--- config.mk ---
export PLATFORM = sky130hd
export DESIGN_NAME = vector100_deser
export DESIGN_NICKNAME = d
export VERILOG_FILES = /design/src/rtl/vector100_pkg.sv /design/src/rtl/vector100_shreg.sv /design/src/rtl/vector100_deser.sv
export SDC_FILE = /design/constraint.sdc
export NUM_CORES = 1
export LEC_CHECK = 0
export ABC_AREA = 1
export BUFFER_PORTS_ARGS = -buffer_cell sky130_fd_sc_hd__buf_2
export CAP_MARGIN = 25
export CORE_MARGIN = 5
export CORE_UTILIZATION = 55
export DETAILED_ROUTE_END_ITERATION = 16
export PLACE_DENSITY = 0.77
export SLEW_MARGIN = 25
export SYNTH_ARGS = -nofsm -noshare
export SYNTH_HDL_FRONTEND = slang
export SYNTH_SLANG_ARGS = --single-unit
--- constraint.sdc ---
create_clock -name clk -period 2.2 [get_ports clk]
set_input_delay 0.11 -clock clk [delete_from_list [all_inputs] [get_ports clk]]
set_output_delay 0.11 -clock clk [all_outputs]
set_load 0.005 [all_outputs]
--- src/rtl/vector100_pkg.sv ---
// vector100 link: shared word geometry for the bit-serial receiver.
// Optional build macro VECTOR100_DESER_REV_EN is consumed by the top.
package vector100_pkg;

  localparam int WIDTH = 100;
  localparam int CNT_W = $clog2(WIDTH);
  localparam logic [CNT_W-1:0] CNT_LAST = CNT_W'(WIDTH - 1);

endpackage

--- src/rtl/vector100_shreg.sv ---
// vector100 link: shift register filled one bit per enabled cycle.
// Synchronous clear wins over shift.
module vector100_shreg
  import vector100_pkg::*;
#(
  parameter int N = WIDTH
) (
  input  logic         clk,
  input  logic         rst_n,
  input  logic         en,
  input  logic         clr,
  input  logic         din,
  output logic [N-1:0] q
);

  // shift new bits in at the LSB end
  always_ff @(posedge clk) begin
    if (!rst_n) begin
      q <= '0;
    end else if (clr) begin
      q <= '0;
    end else if (en) begin
      q <= {q[N-2:0], din};
    end
  end

endmodule

--- src/rtl/vector100_deser.sv ---
// vector100 link: serial-to-parallel receiver, double-buffered output.
// Define VECTOR100_DESER_REV_EN to place bit k received at m_data[k].
module vector100_deser #(
  parameter int WIDTH = vector100_pkg::WIDTH,
  parameter int CNT_W = $clog2(WIDTH)
) (
  input  logic             clk,
  input  logic             rst_n,
  input  logic             s_valid,
  input  logic             s_bit,
  input  logic             s_last,
  output logic             s_ready,
  output logic             m_valid,
  output logic [WIDTH-1:0] m_data,
  input  logic             m_ready,
  output logic             frame_err
);

  localparam logic [CNT_W-1:0] LAST = CNT_W'(WIDTH - 1);

  logic [CNT_W-1:0] cnt;
  logic [WIDTH-1:0] sh;
  logic [WIDTH-1:0] word;
  logic [WIDTH-1:0] word_map;
  logic             at_last;
  logic             acc;
  logic             done;
  logic             early;
  logic             sh_unused;

  assign at_last   = (cnt == LAST);
  assign s_ready   = !(at_last && m_valid && !m_ready);
  assign acc       = s_valid && s_ready;
  assign done      = acc && at_last;
  assign early     = acc && s_last && !at_last;
  assign word      = {sh[WIDTH-2:0], s_bit};
  assign sh_unused = sh[WIDTH-1];

  vector100_shreg #(
    .N(WIDTH)
  ) u_shreg (
    .clk  (clk),
    .rst_n(rst_n),
    .en   (acc),
    .clr  (early || done),
    .din  (s_bit),
    .q    (sh)
  );

`ifdef VECTOR100_DESER_REV_EN
  // first received bit goes to bit 0
  always_comb begin
    word_map = '0;
    for (int i = 0; i < WIDTH; i++) begin
      word_map[i] = word[WIDTH-1-i];
    end
  end
`else
  assign word_map = word;
`endif

  // bit counter, output buffer and framing flag
  always_ff @(posedge clk) begin
    if (!rst_n) begin
      cnt       <= '0;
      m_valid   <= 1'b0;
      m_data    <= '0;
      frame_err <= 1'b0;
    end else begin
      frame_err <= acc && (s_last != at_last);
      if (m_valid && m_ready) begin
        m_valid <= 1'b0;
      end
      if (acc) begin
        if (at_last) begin
          cnt     <= '0;
          m_data  <= word_map;
          m_valid <= 1'b1;
        end else if (s_last) begin
          cnt <= '0;
        end else begin
          cnt <= cnt + 1'b1;
        end
      end
    end
  end

endmodule

==> impl_metrics.ini <==
[outcome]
status = finished, final reports clean

[clock_network]
cts.sinks = 208
numCtsBuffers = 21
clockRootBuffer = clkbuf_16
htree_levels = 1
clk_pin_slew_ns = 0.06
clock_latency_ns = 0.48
cts_buffer_depth = 3
cts_tree = done
postCtsSetupBuffers = 0

[logic_synthesis]
synth_edf_count = 0
avgSynthCellArea_um2 = 7.903
synth_seq_cells = 208
postSynthCellCount = 1046
synthTopCellsByCount = nand2_1 (231), dfxtp_1 (208), nand3_1 (106)
yosys_warnings = 0
synth_top_area_share_pct = 50.37
netlist_top_cells_area = dfxtp_1 (50%), nand2_1 (10%), a21oi_2 (8.5%), nand3_1 (6.4%), o21ai_0 (5.6%)
synth_cell_types = 23
async_flop_share_pct = 0
syn-cell-area_um2 = 8267
yosys.area.top_type = dfxtp_1
synth.most_common_cell = nand2_1
ys_seq_area_share_pct = 50.37
synth_top_flop_cell = dfxtp_1
syn-num-nets = 1053

[placement]
place_congestion = 0.8058
portBuffers = 108
place_area_um2 = 8762
dp_hpwl_mm = 10.25

[pwr]
p_leak_nw = 3.988
p_comb_share_pct = 2.8
peakVddDrop_v = 0.0006526
switching_share_pct = 20.70
power.internal_mw = 5.829
sequentialPowerShare_pct = 51.3
clkPwrFrac_pct = 45.8
power_switching_mw = 1.521
pwr_density_cell_nw_per_um2 = 777.3

[layout]
fin_nets = 1124
drive_above_1_share_pct = 21.61
multiInputGateArea_um2 = 3233
seq_area_um2 = 4164
fin_area_um2 = 9457
area_growth_pct = 14.39
fillers = 1248
antenna_cells = 0

[sta]
fin_crit_ns = 2.004
tns_ns = 0
worst_pin_slew_ns = 0.6964
fin_crit_sh_pct = 91.11
rsz0062_at_grt = false
finalSetupViolCount = 0
fin_skew_ns = 0.006035
relSlewSlack_pct = 53.58
slew_viol_final = 0
hold_violations = 0
max_freq_mhz = 498.9
hold_slack_ns = 0.05463

[floorplanning]
die_x_um = 132.6
die-height_um = 132.6
start_util_pct = 56.45
core-area_um2 = 14640
die_area_um2 = 17580
io_pins = 109
rows = 44

[routing]
wl_mm = 16.85
detail_route.wl_per_cell_um = 12.84
vias_per_cell = 5.076
first_pass_iters = 4
via_count = 6665
drc = 0
drt_iter0_drc = 524
detail-route-antenna-nets = 0

[global_route]
grt_pass1_wl_mm = 28.64
grt_usage_pct = 18.64
grt_max_degree = 109
overflow = 0
antenna_found_initial = 0
grt_pass1_vias = 6133

[critical_path]
cp_max_fo = 35
reg2reg_depth = 8
regToRegSetupSlack_ns = 0.25
required_ns = 2.09
startpoint_type = register
cp-end-kind = primary output
worstPathArrival_ns = 1.89
rr_endpoint = m_data[77]$_SDFFE_PN0P_
path_class = reg -> out
rr_startpoint = m_valid$_SDFF_PN0_

[hold_path]
hp-start = m_ready
hold_path.class = in -> reg
holdPathEnd = m_valid$_SDFF_PN0_
worstHoldPathCells = 4

[run]
maxCapViolations = 0
## layer usage
layer	track usage, %	part of all wire [%]
met5	0	0
met1	24.61	47
met4	5.889	2.8
met3	3.721	4.6
met2	30.88	45
## cell type report
class,count,share of cell area (%)
inverters,104,4.141
clock inverters,2,0.1058
well taps,184,2.435
clock buffers,33,6.880
flip-flops and latches,208,44.03
repair buffers,126,8.216
multi-input cells,656,34.19
## through the flow
stage	total power, mW	std cells	setup WS (ns)	utilization (%)
2_1_floorplan	4.018	1046	0.6552	-
3_3_place_gp	4.062	1275	0.2916	59.83
3_5_place_dp	4.062	1275	0.2461	59.83
4_1_cts	7.432	1313	0.08834	64.55
5_1_grt	7.609	1313	0.02310	64.58
6_report	7.350	1313	0.1956	64.58
## registers in the layout, summed over array words and instances, names as in the netlist
signal,cells
u_shreg.q,99
frame_err,1
m_data,100
cnt,7
m_valid,1
## how the worst max path moves through the flow
stage	start	endpoint	slack, ns	depth (start not counted)
2_1_floorplan	cnt[0]$_SDFFE_PN0N_	u_shreg.q[10]$_SDFFE_PP0N_	0.66	10
3_3_place_gp	m_valid$_SDFF_PN0_	m_data[77]$_SDFFE_PN0P_	0.29	8
3_5_place_dp	m_valid$_SDFF_PN0_	m_data[77]$_SDFFE_PN0P_	0.25	8
4_1_cts	cnt[0]$_SDFFE_PN0N_	s_ready	0.09	6
5_1_grt	cnt[0]$_SDFFE_PN0N_	s_ready	0.02	6
6_report	cnt[0]$_SDFFE_PN0N_	s_ready	0.20	6
## cells in the final DEF (no fill, tap or decap), drive strengths merged, types with 33 or more instances in the layout
master,count
o21ai,92
buf,123
nand2,232
dfxtp,208
a21oi,115
nor2,101
nand3,109
clkbuf,33
inv,102
## worst max-delay path: stages (launching register included)
cell and delay (ns):
dfxtp_1 0.38, ha_1 0.25, nand2_1 0.08, nor2_2 0.17
nand3_4 0.13, buf_6 0.23, buf_2 0.16
## cell families after synthesis
logic type | synth area share, %
and+or+nand+nor | 22.36
DFF | 50.37
AOI/OAI and AO/OA | 16.16
buffers and inverters | 10.85
xor gates and xnor gates | 0.1060
adders and majority gates | 0.1513
## power groups by stage
stage	Sequential, mW	Combinational [mW]	Clock, mW
3_5_place_dp	3.86	0.205	0
2_1_floorplan	3.86	0.162	0
4_1_cts	3.77	0.209	3.45
5_1_grt	3.77	0.225	3.61
6_report	3.77	0.209	3.37
3_3_place_gp	3.86	0.206	0
## repair_timing
action                                  4_1_cts  5_1_grt
resized for setup                             0        1
hold endpoints to repair                      6        0
endpoints found under the setup margin        0        1
hold buffers                                  3        0
No activity file was read; power rests on OpenSTA's default activity.
